## config.mk

```make
export PLATFORM = sky130hd
export DESIGN_NAME = axi_mem_wr_slave
export DESIGN_NICKNAME = d
export VERILOG_FILES = /design/src/rtl/axi_mem_pkg.sv /design/src/rtl/axi_wr_next_addr.sv /design/src/rtl/axi_mem_wr_slave.sv
export SDC_FILE = /design/constraint.sdc
export NUM_CORES = 2
export LEC_CHECK = 0
export ABC_AREA = 1
export BUFFER_PORTS_ARGS = -buffer_cell sky130_fd_sc_hd__buf_2
export CORE_MARGIN = 2
export CORE_UTILIZATION = 30
export CTS_CLUSTER_SIZE = 12
export DETAILED_ROUTE_END_ITERATION = 10
export PLACE_DENSITY = 0.44
export SLEW_MARGIN = 0
export SYNTH_ARGS = -nofsm -noshare
export SYNTH_HDL_FRONTEND = slang
export SYNTH_SLANG_ARGS = --single-unit
```

## constraint.sdc

```tcl
create_clock -name clk -period 5.8 [get_ports clk]
set_input_delay 0.29 -clock clk [delete_from_list [all_inputs] [get_ports clk]]
set_output_delay 0.29 -clock clk [all_outputs]
set_load 0.01 [all_outputs]
```

## src/rtl/axi_mem_pkg.sv

```systemverilog
// Shared encodings and helpers for the AXI write-slave memory block.
// Consumers: axi_mem_wr_slave, axi_wr_next_addr.
package axi_mem_pkg;

  localparam int DEF_MEM_DEPTH = 128;

  localparam logic [1:0] BURST_FIXED = 2'd0;
  localparam logic [1:0] BURST_INCR  = 2'd1;
  localparam logic [1:0] BURST_WRAP  = 2'd2;

  localparam logic [1:0] RESP_OKAY   = 2'd0;
  localparam logic [1:0] RESP_SLVERR = 2'd2;

  typedef logic [1:0] wr_state_t;
  localparam wr_state_t ST_IDLE   = 2'd0;
  localparam wr_state_t ST_W_DATA = 2'd1;
  localparam wr_state_t ST_B_RESP = 2'd2;

  typedef struct packed {
    logic [3:0] id;
    logic [3:0] len;
    logic [2:0] size;
    logic [1:0] burst;
  } aw_req_t;

  function automatic logic [31:0] size_bytes(input logic [2:0] size);
    return 32'd1 << size;
  endfunction

  // INCR bursts start on the beat-size boundary; FIXED/WRAP use awaddr as given.
  function automatic logic [31:0] first_addr(input logic [31:0] addr, input logic [2:0] size,
                                             input logic [1:0] burst);
    if (burst == BURST_INCR) return addr & ~(size_bytes(size) - 32'd1);
    return addr;
  endfunction

  function automatic logic wrap_shape_ok(input logic [3:0] len, input logic [2:0] size,
                                         input logic [31:0] addr);
    logic [31:0] mask;
    mask = size_bytes(size) - 32'd1;
    return (len == 4'd1 || len == 4'd3 || len == 4'd7 || len == 4'd15) && ((addr & mask) == 32'd0);
  endfunction

endpackage

```

## src/rtl/axi_wr_next_addr.sv

```systemverilog
// Combinational next-beat address for FIXED/INCR/WRAP bursts.
module axi_wr_next_addr
  import axi_mem_pkg::*;
(
  input  logic [31:0] cur_addr,
  input  logic [2:0]  size,
  input  logic [3:0]  len,
  input  logic [1:0]  burst,
  output logic [31:0] next_addr
);

  logic [31:0] step, span, bound, inc;

  always_comb begin
    step  = size_bytes(size);
    span  = ({28'd0, len} + 32'd1) << size;
    // Wrap region is span-aligned, so the boundary can be rebuilt from any beat address.
    bound = cur_addr & ~(span - 32'd1);
    inc   = cur_addr + step;
    case (burst)
      BURST_INCR: next_addr = inc;
      BURST_WRAP: next_addr = (inc == bound + span) ? bound : inc;
      default:    next_addr = cur_addr;
    endcase
  end

endmodule

```

## src/rtl/axi_mem_wr_slave.sv

```systemverilog
// AXI3-style single-outstanding write slave backed by a MEM_DEPTH x 32 memory.
// Define AXI_WR_WRAP_EN to accept WRAP bursts; otherwise WRAP is rejected with SLVERR.
module axi_mem_wr_slave
  import axi_mem_pkg::*;
#(
  parameter int MEM_DEPTH = DEF_MEM_DEPTH
) (
  input  logic                         clk,
  input  logic                         resetn,
  input  logic                         awvalid,
  output logic                         awready,
  input  logic [3:0]                   awid,
  input  logic [3:0]                   awlen,
  input  logic [2:0]                   awsize,
  input  logic [31:0]                  awaddr,
  input  logic [1:0]                   awburst,
  input  logic                         wvalid,
  output logic                         wready,
  input  logic [3:0]                   wid,
  input  logic [31:0]                  wdata,
  input  logic [3:0]                   wstrb,
  input  logic                         wlast,
  output logic                         bvalid,
  input  logic                         bready,
  output logic [3:0]                   bid,
  output logic [1:0]                   bresp,
  output logic [31:0]                  next_addrwr,
  input  logic [$clog2(MEM_DEPTH)-1:0] mem_rd_idx,
  output logic [31:0]                  mem_rd_data
);

  localparam int IDXW = $clog2(MEM_DEPTH);

  wr_state_t   state;
  aw_req_t     req;
  logic [3:0]  beat_cnt;
  logic        err, wr_off;
  logic [31:0] next_addr, word_idx;
  logic        aw_hs, w_hs, b_hs, last_beat, idx_ok, beat_err, aw_bad;
  logic [31:0] mem [MEM_DEPTH];

  assign aw_hs     = awvalid & awready;
  assign w_hs      = wvalid & wready;
  assign b_hs      = bvalid & bready;
  assign word_idx  = {2'b00, next_addrwr[31:2]};
  assign idx_ok    = word_idx < 32'(MEM_DEPTH);
  assign last_beat = beat_cnt == req.len;
  assign beat_err  = !idx_ok || (wid != req.id) || (wlast != last_beat);

  always_comb begin
    aw_bad = (awsize > 3'd2) || (awburst == 2'd3);
`ifdef AXI_WR_WRAP_EN
    if (awburst == BURST_WRAP && !wrap_shape_ok(awlen, awsize, awaddr)) aw_bad = 1'b1;
`else
    if (awburst == BURST_WRAP) aw_bad = 1'b1;
`endif
  end

  axi_wr_next_addr u_next_addr (
    .cur_addr (next_addrwr),
    .size     (req.size),
    .len      (req.len),
    .burst    (req.burst),
    .next_addr(next_addr)
  );

  // next_addrwr doubles as the address register for the beat currently expected.
  always_ff @(posedge clk) begin
    if (!resetn) begin
      state       <= ST_IDLE;
      awready     <= 1'b0;
      wready      <= 1'b0;
      bvalid      <= 1'b0;
      bid         <= 4'd0;
      bresp       <= RESP_OKAY;
      next_addrwr <= 32'd0;
      req         <= '0;
      beat_cnt    <= 4'd0;
      err         <= 1'b0;
      wr_off      <= 1'b0;
    end else begin
      case (state)
        ST_IDLE: begin
          awready <= 1'b1;
          if (aw_hs) begin
            req         <= '{id: awid, len: awlen, size: awsize, burst: awburst};
            next_addrwr <= first_addr(awaddr, awsize, awburst);
            beat_cnt    <= 4'd0;
            err         <= aw_bad;
            wr_off      <= aw_bad;
            awready     <= 1'b0;
            wready      <= 1'b1;
            state       <= ST_W_DATA;
          end
        end
        ST_W_DATA: begin
          if (w_hs) begin
            next_addrwr <= next_addr;
            beat_cnt    <= beat_cnt + 4'd1;
            err         <= err | beat_err;
            if (last_beat) begin
              wready <= 1'b0;
              bvalid <= 1'b1;
              bid    <= req.id;
              bresp  <= (err | beat_err) ? RESP_SLVERR : RESP_OKAY;
              state  <= ST_B_RESP;
            end
          end
        end
        ST_B_RESP: begin
          if (b_hs) begin
            bvalid  <= 1'b0;
            awready <= 1'b1;
            state   <= ST_IDLE;
          end
        end
        default: state <= ST_IDLE;
      endcase
    end
  end

  // Memory is deliberately outside the reset domain so contents survive resetn.
  always_ff @(posedge clk) begin
    if (resetn && w_hs && !wr_off && idx_ok) begin
      for (int i = 0; i < 4; i++)
        if (wstrb[i]) mem[word_idx[IDXW-1:0]][8*i +: 8] <= wdata[8*i +: 8];
    end
  end

  assign mem_rd_data = mem[mem_rd_idx];

endmodule

```

==> results.md <==
- Status: complete, no violations
- Worst skew pair latency: 1.02 ns
- Post-synth ARST share: 0
- Placed inst area: 0.1788 sq mm
- Most common cell on crit path: nand2_1
- CTS Buf Count: 455
- Final core utilization: 0.3460
- GPL Wtd Cong: 0.8343
- Area Growth Syn to Fin: 14.99%
- CTS max path bufs: 4
- Share of synthesized area spent on multiplexers: 0
- Buffers on Ports: 169
- Root Driver: clkbuf_16
- Netlist cell types: 51
- Worst min-delay path class: input port to flop
- Min Clock Period, post-route: approximately 5.3 ns
- Actual slew at the worst max-slew pin: 1.291 ns
- DRC violations left: 0
- Yosys synthesis warning count: 0
- Synth Area in Compound Gates: 0.1348
- Placed Instances: 20,770
- Primary FF master, synth: edfxtp_1
- Fmax achieved: 189.1 MHz
- RSZ-0062 raised after global routing: false
- Max VDD drop: 273.7 uV
- DP HPWL: 373,100 um
- # rows: 275
- Post-route clock period utilization: 0.9116
- Die height: 753.8 um
- Mapped cell area: 0.1686 sq mm
- Die width: 753.8 um
- Slowest cell delay on critical path: 0.47 ns
- Max Cap Viol: 0
- Total grt overflow: 0
- Worst Skew: around 0.048 ns
- Internal Power: 49,600 uW
- Clock power share: 0.422
- PwrDens: 339.1 mW/mm^2
- Layout cells sized above 1: 0.08205
- Drt via density: 5.268
- Leak pwr: 0.06053 uW
- Post-Synth Simple-Gate Area: 0.09784
- Initial antenna violation count: 65
- Kind of critical path: flop to flop
- Post-synth EDFFs: 4,096
- First-pass GRT wire length: 855,400 um
- # clock sinks: between 4,000 and 5,000
- Pins Over Slew Limit: 0
- Sequential element share of the synthesized area: 0.7366
- # fillers: 55,150
- Number of vias in the routed layout: 114,600
- Psw: 16,150 uW
- Crit end category: flop
- Post-DR wirelength/cell: about 28 um
- Largest family of logic cells by synthesized area: compound AO/OA/AOI/OAI gates
- Adder-cell share of the synthesized area: 0.001870
- Worst EP required: 6.76 ns
- Overall routed net length: 609,100 um
- Number of global-route vias before repair: 108,800
- Worst slew margin: 0.1363
- Total core area: between 0.5 and 0.6 sq mm
- Syn_nets: 13,940
- Syn_area_per_cell: 12.21 sq um
- Largest net degree at the start of global routing: 158
- H-tree Lvls: 5
- Synth Area in XOR/XNOR: 0.002337
- Io pins: 171
- Setup TNS Final: 0 ns
- Starting DRT DRC Count: 12,030
- Worst path slowest cell: dfxtp_1
- Reg clk slew, reported paths: 0.06 ns
- Final hold vios: 0
- Global Route Usage Sum: 0.2062
- Final setup fails: 0
- Seq cells post-synth: 4,157
- Cells after Synth: 13,820
- CP arrival: 6.24 ns
- CTS tree: done
- Final Non-Filler Cells: 21,750
- Combinational power share: 0.074
- Final net count: 13,990
- Antenna-violating nets left: 0
- Share of power burned in registers: 0.503
- Sw Share: 0.2456
- CP max FO: 16
- Die area: 0.5681 sq mm
- CP Launch Type: flop
- Non-Filler Cell Area, Final: 0.1939 sq mm
- Initial core utilization: 0.3009
- Router iterations before antenna repair: 6
## power groups by stage
stage	sequential [uW]	clock, uW	combinational (uW)
after floorplan	33700	0	2300
after global placement	33700	0	4830
after detailed placement	33700	0	4810
after CTS	33100	28200	4890
after global routing	33100	29300	5240
final	33100	27800	4900
## metrics by stage
step	total power [uW]	hold slack (ns)	setup slack, ns
after floorplan	36000	0.3889	1.590
after detailed placement	38530	0.4777	0.2620
final	65750	0.1058	0.5130
after CTS	66180	0.002450	0.2356
after global placement	38560	0.4770	0.3308
after global routing	67620	0.1074	0.01711
## layout make-up
cell class              instances  area (sq um)  share of cell area
flip-flops and latches       4157        124200              0.6406
multi-input cells            8479         40070              0.2066
clock buffers                 577         11960             0.06168
well taps                    7479          9358             0.04826
repair buffers                595          5572             0.02873
clock inverters               250          1961             0.01011
inverters                     177         700.7            0.003613
diodes                         33         82.58           0.0004258
## Yosys cell counts (4+ instances only)
cell type,n,area [sq um]
o32ai_1,51,446.7
o31ai_1,7,52.55
nor3_1,28,140.1
buf_2,10,50.05
nand3_1,150,750.7
nor2_2,13,81.33
nand4_1,30,187.7
nor2_1,3399,12760
nand2_2,10,62.56
dfxtp_1,61,1221
edfxtp_1,4096,123000
ha_1,22,275.3
nand3_2,6,60.06
nand3b_1,7,52.55
inv_2,19,71.32
o21ai_0,2695,13490
xnor2_1,10,87.58
inv_1,155,581.8
a31oi_1,11,68.82
buf_1,27,101.4
a211oi_1,4,30.03
o22ai_1,1286,8045
xor2_1,35,306.5
clkbuf_1,964,3618
a21oi_1,100,500.5
o21ai_1,8,40.04
nor2_4,8,90.09
nand2_1,569,2136
## repair_timing
action,in CTS,in global routing
setup buffers,0,3
endpoints found under the hold margin,1865,0
hold buffers,110,0
endpoints found under the setup margin,0,32
gates resized for setup,0,2
## layout by cell type (no fill, tap or decap), types with 7 or more instances in the layout
cell type	count
a21oi_1	100
a31oi_1	11
buf_12	88
buf_2	131
buf_4	254
buf_6	9
bufinv_16	19
clkbuf_1	116
clkbuf_16	460
clkinv_1	124
clkinv_16	8
clkinv_2	80
dfxtp_1	60
diode_2	33
dlygate4sd3_1	110
edfxtp_1	4096
ha_1	22
inv_1	149
inv_16	7
inv_2	20
nand2_1	565
nand2_2	10
nand3_1	150
nand3b_1	7
nand4_1	30
nor2_1	3398
nor2_2	13
nor2_4	9
nor3_1	20
nor3_2	10
o21ai_0	2695
o21ai_1	8
o22ai_1	1286
o32ai_1	51
xnor2_1	10
xor2_1	35
## state kept, by name, indices dropped and copies added (netlist names)
register / cells
err: 1
bid: 4
next_addrwr: 32
state: 2
awready: 1
req: 13
wr_off: 1
mem: 4096
wready: 1
beat_cnt: 4
bvalid: 1
bresp: 1
## path summary, 6_finish.rpt
path | startpoint | end | slack (ns) | cells past startpoint
worst max-delay path | req[5] | next_addrwr[3] | 0.51 | 32
worst min-delay path | awaddr[19] | next_addrwr[19] | 0.11 | 4
worst max register to register | req[5] | next_addrwr[3] | 0.51 | 32
worst min register to register | req[10] | req[10] | 0.48 | 2
## cell families after synthesis
| logic type | Yosys count |
|---|---|
| xor gates and xnor gates | 45 |
| other | 1 |
| adders and majority gates | 24 |
| and+or+nand+nor | 4238 |
| DFF | 4157 |
| AOI/OAI and AO/OA | 4170 |
| buffers and inverters | 1182 |
## worst max-delay path: cells and delay by family (launching register included)
family                     cells  cell delay [ns]
and+or+nand+nor               22             3.27
DFF                            1             0.47
AOI/OAI and AO/OA              2             0.24
adders and majority gates      3             0.91
buffers and inverters          5             0.33
## metal layers
layer	track usage	vias to the layer above	wire length, um
met5	0	-	161
met4	0.05830	24	17700
met3	0.03987	778	43050
met2	0.3198	3951	273100
met1	0.2941	58710	275100
li1	-	51100	-
No activity file was read; power rests on OpenSTA's default activity.
